File: src/rtl/perceptron_pkg.sv
`default_nettype none
// ============================================================================
// Module      : perceptron_pkg
// Description : Shared definitions for the perceptron predict/train units:
//               state encoding, packed-vector field offsets, accumulator
//               width formula and offset-binary weight decoding.
// Revision    : 1.0 - initial release
// ============================================================================
package perceptron_pkg;

    typedef enum logic [1:0] {
        IDLE  = 2'd0,
        ACCUM = 2'd1,
        DONE  = 2'd2
    } state_t;

    // Signed accumulator width that covers bias plus HISTORY worst-case terms
    function automatic int sum_width(input int bias_w, input int word_w, input int history);
        return ((bias_w > word_w) ? bias_w : word_w) + $clog2(history + 2) + 1;
    endfunction

    // LSB of the bias field, which occupies the top BIAS bits of the vector
    function automatic int bias_lsb(input int weigth_w, input int bias_w);
        return weigth_w - bias_w;
    endfunction

    // LSB of weight word i
    function automatic int word_lsb(input int i, input int word_w);
        return word_w * i;
    endfunction

    // Offset-binary word to signed value: value = word - 2^(word_w-1)
    function automatic int offset_to_signed(input logic [31:0] word, input int word_w);
        return int'(word) - (1 << (word_w - 1));
    endfunction

endpackage
`default_nettype wire

File: src/rtl/perceptron_term.sv
`default_nettype none
// ============================================================================
// Module      : perceptron_term
// Description : One accumulation lane. Decodes an offset-binary weight word
//               and applies its history bit as sign (+v taken, -v not taken).
//               A disabled lane (index beyond the history) contributes zero.
// Revision    : 1.0 - initial release
// ============================================================================
module perceptron_term
    import perceptron_pkg::*;
#(
    parameter int WIDTH_WORD = 4,
    parameter int SUM_W      = 8
) (
    input  logic [WIDTH_WORD-1:0]   word,
    input  logic                    hist,
    input  logic                    enable,
    output logic signed [SUM_W-1:0] term
);

    logic signed [SUM_W-1:0] value;

    // Decode the word at full accumulator width so negating -2^(W-1) is exact
    always_comb begin
        value = SUM_W'(offset_to_signed(32'(word), WIDTH_WORD));
        term  = '0;
        if (enable) begin
            term = hist ? value : -value;
        end
    end

endmodule
`default_nettype wire

File: src/rtl/perceptron_predict.sv
`default_nettype none
// ============================================================================
// Module      : perceptron_predict
// Description : Serial perceptron inference. Computes
//               y = bias + sum(h_i ? w_i : -w_i), LANES terms per cycle, and
//               reports prediction, |y| and the training-needed flag.
// Revision    : 1.0 - initial release
// ============================================================================
module perceptron_predict
    import perceptron_pkg::*;
#(
    parameter int HISTORY    = 8,
    parameter int BIAS       = 4,
    parameter int WIDTH_WORD = 4,
    parameter int WEIGTH     = BIAS + HISTORY * WIDTH_WORD,
    parameter int LANES      = 2,
    parameter int THETA      = 3,
    parameter int SUM_W      = sum_width(BIAS, WIDTH_WORD, HISTORY)
) (
    input  logic                    clk,
    input  logic                    reset,
    input  logic                    start,
    input  logic [HISTORY-1:0]      global_history_reg,
    input  logic [WEIGTH-1:0]       weigth,
    output logic                    ready,
    output logic                    busy,
    output logic                    valid,
    output logic                    prediction,
    output logic signed [SUM_W-1:0] sum,
    output logic [SUM_W-2:0]        confidence,
    output logic                    train_needed
);

    localparam int IDX_W   = $clog2(HISTORY + LANES + 1);
    localparam int WORDS_W = HISTORY * WIDTH_WORD;
    localparam int SHIFT_W = LANES * WIDTH_WORD;
    localparam logic [IDX_W-1:0] LANES_C   = IDX_W'(LANES);
    localparam logic [IDX_W-1:0] HISTORY_C = IDX_W'(HISTORY);
    localparam logic [SUM_W-2:0] THETA_C   = (SUM_W-1)'(THETA);

    state_t                  state;
    logic [WORDS_W-1:0]      word_sr;   // latched words, lane 0 always at bit 0
    logic [HISTORY-1:0]      hist_sr;   // latched history, shifted alongside
    logic [IDX_W-1:0]        idx;
    logic signed [SUM_W-1:0] acc;

    logic signed [SUM_W-1:0] lane_term [LANES];
    logic signed [SUM_W-1:0] lane_sum;
    logic signed [SUM_W-1:0] acc_next;
    logic signed [SUM_W-1:0] bias_ext;
    logic [BIAS-1:0]         bias_field;
    logic [IDX_W-1:0]        idx_next;
    logic                    last_group;
    logic [SUM_W-2:0]        acc_mag;

    assign ready = (state != ACCUM);
    assign busy  = (state == ACCUM);

    assign bias_field = weigth[bias_lsb(WEIGTH, BIAS) +: BIAS];
    assign bias_ext   = {{(SUM_W - BIAS){bias_field[BIAS-1]}}, bias_field};

    // Lanes see the low words of the shift register; indices past HISTORY are masked
    for (genvar l = 0; l < LANES; l++) begin : g_lane
        logic [IDX_W-1:0] lane_idx;
        assign lane_idx = idx + IDX_W'(l);

        perceptron_term #(
            .WIDTH_WORD (WIDTH_WORD),
            .SUM_W      (SUM_W)
        ) u_term (
            .word   (word_sr[word_lsb(l, WIDTH_WORD) +: WIDTH_WORD]),
            .hist   (hist_sr[l]),
            .enable (lane_idx < HISTORY_C),
            .term   (lane_term[l])
        );
    end

    // Sum of this cycle's lanes, next accumulator value and its magnitude
    always_comb begin
        lane_sum = '0;
        for (int l = 0; l < LANES; l++) begin
            lane_sum = lane_sum + lane_term[l];
        end
        acc_next   = acc + lane_sum;
        idx_next   = idx + LANES_C;
        last_group = (idx_next >= HISTORY_C);
        acc_mag    = acc_next[SUM_W-1] ? (SUM_W-1)'(-acc_next) : acc_next[SUM_W-2:0];
    end

    // Control FSM, accumulator and registered result outputs
    always_ff @(posedge clk or negedge reset) begin
        if (!reset) begin
            state        <= IDLE;
            word_sr      <= '0;
            hist_sr      <= '0;
            idx          <= '0;
            acc          <= '0;
            valid        <= 1'b0;
            prediction   <= 1'b0;
            sum          <= '0;
            confidence   <= '0;
            train_needed <= 1'b0;
        end else begin
            case (state)
                IDLE, DONE: begin
                    valid <= 1'b0;
                    if (start) begin
                        word_sr <= weigth[WORDS_W-1:0];
                        hist_sr <= global_history_reg;
                        acc     <= bias_ext;
                        idx     <= '0;
                        state   <= ACCUM;
                    end
                end
                ACCUM: begin
                    acc     <= acc_next;
                    idx     <= idx_next;
                    word_sr <= word_sr >> SHIFT_W;
                    hist_sr <= hist_sr >> LANES;
                    if (last_group) begin
                        state        <= DONE;
                        valid        <= 1'b1;
                        sum          <= acc_next;
                        prediction   <= ~acc_next[SUM_W-1];
                        confidence   <= acc_mag;
                        train_needed <= (acc_mag <= THETA_C);
                    end
                end
                default: begin
                    state <= IDLE;
                    valid <= 1'b0;
                end
            endcase
        end
    end

endmodule
`default_nettype wire
File: config.mk
export PLATFORM = sky130hd
export DESIGN_NAME = perceptron_predict
export DESIGN_NICKNAME = d
export VERILOG_FILES = /design/src/rtl/perceptron_pkg.sv /design/src/rtl/perceptron_term.sv /design/src/rtl/perceptron_predict.sv
export SDC_FILE = /design/constraint.sdc
export NUM_CORES = 1
export LEC_CHECK = 0
export CORE_UTILIZATION = 35
export CTS_CLUSTER_DIAMETER = 100
export CTS_CLUSTER_SIZE = 10
export DETAILED_ROUTE_END_ITERATION = 16
export PLACE_DENSITY = 0.61
export SLEW_MARGIN = 15
export SYNTH_ARGS = -nofsm -noshare
export SYNTH_HDL_FRONTEND = slang
export SYNTH_SLANG_ARGS = --single-unit
File: constraint.sdc
create_clock -name clk -period 6.7 [get_ports clk]
set_input_delay 1.005 -clock clk [delete_from_list [all_inputs] [get_ports clk]]
set_output_delay 1.005 -clock clk [all_outputs]
set_load 0.05 [all_outputs]
==> metrics list, run 1 <==
- Of the total synthesized cell area, the portion taken by AND, OR, NAND and NOR gates is 12.9%.
- Capture point of the critical path: train_needed
- The synthesized design contains 73 register bits.
- For the worst flop-to-flop path, the logic depth is 14.
- Synthesized-area fraction occupied by ao, oa, aoi and oai cells: between 15 and 20%
- The floorplan step set the die width to 111 um.
- Final Hold Vio Count: 0
- TritonCTS built the clock tree.
- Data arrival time of the critical path: 4350 ps
* Adder and majority gate portion of the synthesized area: 8.83%
* Post-synth EDFFs: 0
- The pre-antenna-repair detailed-routing pass consisted of 10 iterations.
- In this run the tightest slew margin relative to its limit is 38.3%.
- Total global routing track utilization: 16.3%
- Critical Path Source Type: flop
* Std cell rows: 39
- Total Die Area: between 10000 and 15000 sq um
- GRT Residual Overflow: 0
* Max_cap viols: 0
- The number of nets handed over by synthesis was 493.
* Count of antenna diodes in the layout: 0
* Distinct cells, synth: 52
* Critical path launch point: word_sr[0]
- Depth of the CTS H-tree: 3
- FF-to-FF setup slack: 2610 ps
- Wirelength per Cell: 15.1 um
- Violated checks: design-rule violations
- In this run the critical register-to-register path is captured at train_needed.
* Aggregate routed wire length: 9460 um
* DRT antenna net count: 0
- For this run, the number of Yosys warnings is 0.
- In the synthesized netlist the async set-or-reset flop fraction comes to 100%.
- Counting every sink on the clock net gives 73.
- In the synthesized netlist, the number of instances is 422.
- Flip-flop cell with the highest count after synthesis: sky130_fd_sc_hd__dfrtp_1
- Weighted congestion at the end of routability-driven global placement: 0.835
* Area of the core: between 10000 and 15000 sq um
- Number of CTS-inserted buffers: 9
* Worst Clk Skew: 7.70 ps
* Via-to-Cell Ratio: 5.09
- Starting density of the core: 36.2%
* Crit. End Element: flop
- Shortest period the worst path allows: 4090 ps
* Critical path fanouts, max: 14
* Average size of a mapped cell: a little under 10 sq um
* Post-DP HPWL: 6810 um
- Vias in the first global route: ~3200
* Number of antenna violations at the first check in global routing: 0
- After synthesis, the largest family of logic cells by area is compound AO/OA/AOI/OAI gates.
- Number of hold buffers added after CTS: 0
- RSZ-0062 raised after global routing: false
* Type of the most critical hold path: flop to flop
- CTS root buffer: sky130_fd_sc_hd__clkbuf_16
- Input and output buffers added on the ports amount to 68.
* Run status: finished, violations left
* Synthesized-area fraction occupied by xor and xnor cells: under 10%
- Crit Reg-Reg Startpoint: word_sr[0]
- The number of gates resized after CTS was 0.
- The final critical path takes up 61.1% of the cycle.
- Fraction of the yosys area taken by sequential cells: a little over two fifths
- Area growth from synthesis to layout: 25.1%
- DRC violation count after routing: 2
- In this run the vertical extent of the chip is 111 um.
* Vias: around 3200
* Number of buffers on the longest clock path: 2
* Critical path start-end classification: flop to flop
* Peak clock frequency supported by timing: 244 MHz
* Cell area after technology mapping: about 4200 sq um
* Latest clock arrival within the worst-skew pair: around 330 ps
- The final layout contains around 550 nets.
- The final count of pins violating max slew was 0.
- Actual slew at the worst max-slew pin: 926 ps
- Violation count after the first detailed-routing iteration: 133
- Fraction of layout cells with a size suffix above 1: 7.23%
- After clock tree synthesis, the clock-pin slew on the worst setup and hold paths is 60 ps.
* Crit path required time: 6960 ps
- In this run the count of I/O pins placed on the die edge is between 60 and 70.
- Buffers added to address setup during post-CTS repair amount to 0.
- Entering global routing, the biggest net connects 75 pins.
- Setup-failing EPs final: 0
* Global-route wire length before repair: about 16000 um
* Share of cell area taken by muxes after synthesis: 8.50%
- Setup total negative slack: 0 ps
-- registers in the layout, indices dropped and copies added, names as in the netlist --
signal and count:
acc 9, confidence 7, hist_sr 8, idx 3, prediction 1, state 2
sum 9, train_needed 1, valid 1, word_sr 32
-- cell usage after synthesis (4+ instances only) --
cell	count	area, sq um
sky130_fd_sc_hd__dfrtp_1	73	1830
sky130_fd_sc_hd__nand2_1	50	188
sky130_fd_sc_hd__o21ai_0	43	215
sky130_fd_sc_hd__mux2i_1	32	320
sky130_fd_sc_hd__nor2_1	24	90.1
sky130_fd_sc_hd__a21oi_1	23	115
sky130_fd_sc_hd__clkbuf_1	17	63.8
sky130_fd_sc_hd__ha_1	15	188
sky130_fd_sc_hd__inv_1	15	56.3
sky130_fd_sc_hd__o21ai_1	14	70.1
sky130_fd_sc_hd__a22o_1	11	96.3
sky130_fd_sc_hd__fa_1	9	180
sky130_fd_sc_hd__xnor2_1	9	78.8
sky130_fd_sc_hd__nand2b_1	7	43.8
sky130_fd_sc_hd__a221o_1	5	50.1
sky130_fd_sc_hd__nand3_1	5	25.0
sky130_fd_sc_hd__xor2_1	5	43.8
sky130_fd_sc_hd__a211oi_1	4	30.0
sky130_fd_sc_hd__a21o_1	4	30.0
sky130_fd_sc_hd__o21bai_1	4	30.0
-- critical path, cell delays in order, from the launching register on --
cell                       delay, ps
sky130_fd_sc_hd__dfrtp_1         370
sky130_fd_sc_hd__inv_1            70
sky130_fd_sc_hd__ha_1            210
sky130_fd_sc_hd__or3_2           410
sky130_fd_sc_hd__a21oi_1         230
sky130_fd_sc_hd__fa_1            500
sky130_fd_sc_hd__ha_1            340
sky130_fd_sc_hd__a211oi_1        310
sky130_fd_sc_hd__o21ai_0         150
sky130_fd_sc_hd__a211oi_1        280
sky130_fd_sc_hd__a31oi_1          90
sky130_fd_sc_hd__a21o_1          320
sky130_fd_sc_hd__nand3b_1        230
sky130_fd_sc_hd__a2111o_1        400
sky130_fd_sc_hd__o21ai_2         110
-- logic make-up (layout without fill, tap and decap cells) --
kind of cell,after synthesis,in the layout
compound gates,123,123
simple gates,113,113
flops,73,73
buf+inv,40,102
mux,35,35
fa+ha+maj,24,24
xor+xnor,14,14
-- cell type report --
type                            instances  area (sq um)
Clock buffer                           10           229
Clock inverter                          5          57.6
Fill cell                            1097          6310
Inverter                               15          56.3
Multi-Input combinational cell        309          2150
Sequential cell                        73          1830
Tap cell                              143           179
Timing Repair Buffer                   72           706
-- metrics by stage --
stage                     setup slack, ps  instances  hold slack [ps]  area (sq um)  util, %
after global placement               2780        612              461          4920     42.7
after global routing                 2370        627              516          5210     45.2
final                                2610        627              478          5210     45.2
after floorplan                      3120        422              449          4170        -
after detailed placement             2620        612              464          4920     42.7
after CTS                            2580        627              483          5210     45.2
-- layout by cell type (no fill, tap or decap), types with 3 or more instances in the layout --
cell | netlist | layout
sky130_fd_sc_hd__a211oi_1 | 4 | 4
sky130_fd_sc_hd__mux2_2 | 3 | 3
sky130_fd_sc_hd__nand2b_1 | 7 | 7
sky130_fd_sc_hd__a22o_1 | 11 | 11
sky130_fd_sc_hd__ha_1 | 15 | 15
sky130_fd_sc_hd__nor3_1 | 3 | 3
sky130_fd_sc_hd__nand2_1 | 50 | 50
sky130_fd_sc_hd__nand3_1 | 5 | 5
sky130_fd_sc_hd__nand3b_1 | 3 | 3
sky130_fd_sc_hd__a21oi_1 | 23 | 23
sky130_fd_sc_hd__fa_1 | 9 | 9
sky130_fd_sc_hd__xor2_1 | 5 | 5
sky130_fd_sc_hd__dfrtp_1 | 73 | 73
sky130_fd_sc_hd__or3_1 | 3 | 3
sky130_fd_sc_hd__clkdlybuf4s50_1 | 0 | 67
sky130_fd_sc_hd__clkbuf_16 | 0 | 9
sky130_fd_sc_hd__o21ai_1 | 14 | 14
sky130_fd_sc_hd__o21bai_1 | 4 | 4
sky130_fd_sc_hd__xnor2_1 | 9 | 9
sky130_fd_sc_hd__a221o_1 | 5 | 5
sky130_fd_sc_hd__o21ai_0 | 43 | 43
sky130_fd_sc_hd__buf_4 | 1 | 4
sky130_fd_sc_hd__mux2i_1 | 32 | 32
sky130_fd_sc_hd__a21o_1 | 4 | 4
sky130_fd_sc_hd__nor2_1 | 24 | 24
sky130_fd_sc_hd__clkinvlp_4 | 0 | 3
sky130_fd_sc_hd__inv_1 | 15 | 14
-- how the worst min path moves through the flow --
stage          cells after the start        start           to
2_1_floorplan                      2   hist_sr[2]   hist_sr[0]
3_3_place_gp                       2   hist_sr[4]   hist_sr[2]
3_5_place_dp                       2   hist_sr[4]   hist_sr[2]
4_1_cts                            2   hist_sr[4]   hist_sr[2]
5_1_grt                            2  word_sr[20]  word_sr[12]
6_report                           2  word_sr[12]   word_sr[4]
-- routing by layer --
| layer | wire [um] | global-route usage [%] |
|---|---|---|
| met1 | 4580 | 22.5 |
| met3 | 336 | 2.52 |
| met2 | 4440 | 25.6 |
| met4 | 100 | 6.13 |
| met5 | 0 | 0 |
Power of run 1 is left out: the tool's default activity adds up to more than one toggle a clock period on the data nets, which glitch-free logic cannot reach.
==> run 2: changes to the inputs <==
PLACE_DENSITY = 0.63   (was 0.61)
clock period = 3.5 ns   (was 6.7 ns; I/O delays follow)
==> metrics list, run 2 (synthesis gave the netlist of run 1 again) <==
- The hold violation count in the final report is 0 (unchanged).
* Detailed-routing iteration count for the pre-antenna-repair pass: 4 (-6)
- The detailed placer's ending HPWL is 7430 um (+9.0%).
* Clock-pin slew on the worst setup and hold paths: 60 ps (about the same)
- The max capacitance violation total is 0 (unchanged).
- The setup slack on the worst flop-to-flop path is -190 ps (-2800 ps).
* DRC violation count after routing: 0 (-2)
- The number of flip-flops in the largest register came to 32 (unchanged).
* Width of the chip: 111 um (unchanged)
- Number of antenna violations at the first check in global routing: 0 (unchanged)
* Type of the most critical hold path: input pin to asynchronous set/reset pin
- Number of buffers on the longest clock path: 2 (unchanged)
- Number of hold buffers added after CTS: 0 (unchanged)
- The length in cells of the worst reg-to-reg path is 14 (unchanged).
- Area of the core: 11500 sq um (unchanged)
- Crit. End Element: flop
- Fin. max-slew vios: 0 (unchanged)
- The total routed wirelength was 10700 um (+13%).
- Std cell rows: 39 (unchanged)
* Peak clock frequency supported by timing: 271 MHz (+11%)
- Via-to-Cell Ratio: 5.11 (+0.50%)
- Number of CTS-inserted buffers: 9 (unchanged)
- The top cell types in the final layout, fill and taps aside, are sky130_fd_sc_hd__dfrtp_1 (73), sky130_fd_sc_hd__clkdlybuf4s50_1 (67), sky130_fd_sc_hd__buf_4 (52), sky130_fd_sc_hd__nand2_1 (50), sky130_fd_sc_hd__o21ai_0 (41).
* Total Die Area: 12300 sq um (unchanged)
* Area growth from synthesis to layout: 42.6%
- PortBufs: 68 (unchanged)
- The vertical extent of the die came to 111 um (unchanged).
* Violated checks: negative setup slack
* Final core utilization: 51.6% (+6.3 points)
- The share of cells above drive strength 1 is 24.8% (+18 points).
* Weighted congestion at the end of routability-driven global placement: 0.823 (-1.5%)
- Biggest registers after layout: word_sr (32), acc (9), sum (9)
- The largest net degree at the start of global routing is 74 (-1.3%).
* GRT Residual Overflow: 0 (unchanged)
* Count of antenna diodes in the layout: 0 (unchanged)
- Latest clock arrival within the worst-skew pair: 340 ps (about the same)
- CTS root buffer: sky130_fd_sc_hd__clkbuf_16
- The share of the cycle needed by the critical path after routing was 105% (+44 points).
- Multi-input combinational cell area: 2470 sq um (+14%)
* RSZ-0062 raised after global routing: true
* Count of fill cells added during filler insertion: 1018 (-7.2%)
- The final net count is 603 (+9.4%).
- Total global routing track utilization: 17.7% (+1.5 points)
- Critical Path Source Type: flop
- Worst max-slew margin expressed relative to the limit: 54.0% (+16 points)
- Starting density of the core: 36.2% (unchanged)
- The residual antenna-violating net count after detailed routing came to 0 (unchanged).
- Crit path required time: 3770 ps (-3190 ps)
- The number of global-route vias before repair is 3492 (+10%).
- Shortest period the worst path allows: 3690 ps (-399 ps)
- Most common library cell in the layout ignoring fill and taps: sky130_fd_sc_hd__dfrtp_1
- The setup path with the least slack is of type flop to flop.
* Worst Clk Skew: 7.97 ps (+0.271 ps)
- Setup-failing EPs final: 10 (+10)
- The I/O pin count was 69 (unchanged).
- Register containing the most flip-flops in the final layout: word_sr
* Depth of the CTS H-tree: 3 (unchanged)
- Fin worst setup slack: -192 ps (-2800 ps)
- The largest fanout on the critical path is 6 (-8).
- Actual slew at the worst max-slew pin: 690 ps (-236 ps)
* Violation count after the first detailed-routing iteration: 169 (+27%)
* Wirelength per Cell: 15.7 um (+4.1%)
* Run status: finished, violations left
* TritonCTS sink count: 73 (unchanged)
* TritonCTS clock tree: yes
- Register Area: 1830 sq um (unchanged)
- The startpoint identified for the worst register-to-register timing path is word_sr[0].
* Vias: 3476 (+9.0%)
- FF-to-FF End: train_needed
- Global-route wire length before repair: 17200 um (+7.8%)
- Data arrival time of the critical path: 3960 ps (-390 ps)
run 2: cell types whose count changed in the layout (fill, tap and decap cells not counted), sizes merged:
cell      change
buf          +52
bufinv        -1
inv           +1
clkinvlp      -1
clkbuf        +1
clkinv        +1
run 2: cell type report:
type,instances,share of cell area [%]
Sequential cell,73,30.8
Tap cell,143,3.01
Multi-Input combinational cell,309,41.5
Timing Repair Buffer,124,18.9
Clock inverter,5,0.632
Inverter,15,0.948
Clock buffer,11,4.26
run 2: metal layers:
layer  global-route usage [%]  vias up  part of all wire [%]
met3                     2.13       13                   1.9
met5                        0        -                     0
met2                     28.8       49                    48
li1                         -     1701                     -
met1                     23.7     1713                    48
met4                     8.20        0                   2.3
run 2: per-stage QoR:
| stage | hold WS (ps) | instances | cell area [sq um] | setup WS [ps] | TNS, ps |
|---|---|---|---|---|---|
| 2_1_floorplan | 229 | 422 | 4220 | 6.77 | 0 |
| 3_3_place_gp | 462 | 656 | 5320 | -187 | -772 |
| 3_5_place_dp | 466 | 656 | 5320 | -266 | -1420 |
| 4_1_cts | 226 | 677 | 5770 | -204 | -562 |
| 5_1_grt | 231 | 680 | 5940 | -316 | -2390 |
| 6_report | 189 | 680 | 5940 | -192 | -1160 |
run 2: what timing repair did:
action / in CTS / in global routing
resized for setup: 24 / 30
buffers inserted: 5 / 3
pin swaps: 18 / 35
endpoints found under the setup margin: 13 / 17
run 2: worst max-delay path by stage:
| stage | start | end | slack, ps | cells after the start |
|---|---|---|---|---|
| global placement | word_sr[0] | train_needed | -190 | 14 |
| CTS | word_sr[0] | train_needed | -200 | 14 |
| global route | word_sr[5] | train_needed | -320 | 16 |
| floorplan | word_sr[6] | train_needed | 7 | 13 |
| detailed placement | word_sr[0] | train_needed | -270 | 15 |
| finish | word_sr[0] | train_needed | -190 | 14 |
run 2: critical path: stages (launching register included):
cell and delay, ps:
sky130_fd_sc_hd__dfrtp_1 410, sky130_fd_sc_hd__buf_6 130, sky130_fd_sc_hd__or3_4 340, sky130_fd_sc_hd__ha_4 230, sky130_fd_sc_hd__a21oi_4 150, sky130_fd_sc_hd__fa_1 460
sky130_fd_sc_hd__ha_4 300, sky130_fd_sc_hd__o21ai_2 60, sky130_fd_sc_hd__o21bai_1 190, sky130_fd_sc_hd__a21oi_2 100, sky130_fd_sc_hd__a211o_2 340, sky130_fd_sc_hd__a21o_4 230
sky130_fd_sc_hd__o21a_1 180, sky130_fd_sc_hd__a2111o_1 370, sky130_fd_sc_hd__o21ai_2 130
Power of run 2 is left out for the same reason.
==> run 3: changes to the inputs <==
HOLD_SLACK_MARGIN = 0.06   (was not set)
==> results of run 3 <==
Final layout, timing and power as in run 2 (identical DEF).
Power of run 3 is left out for the same reason.
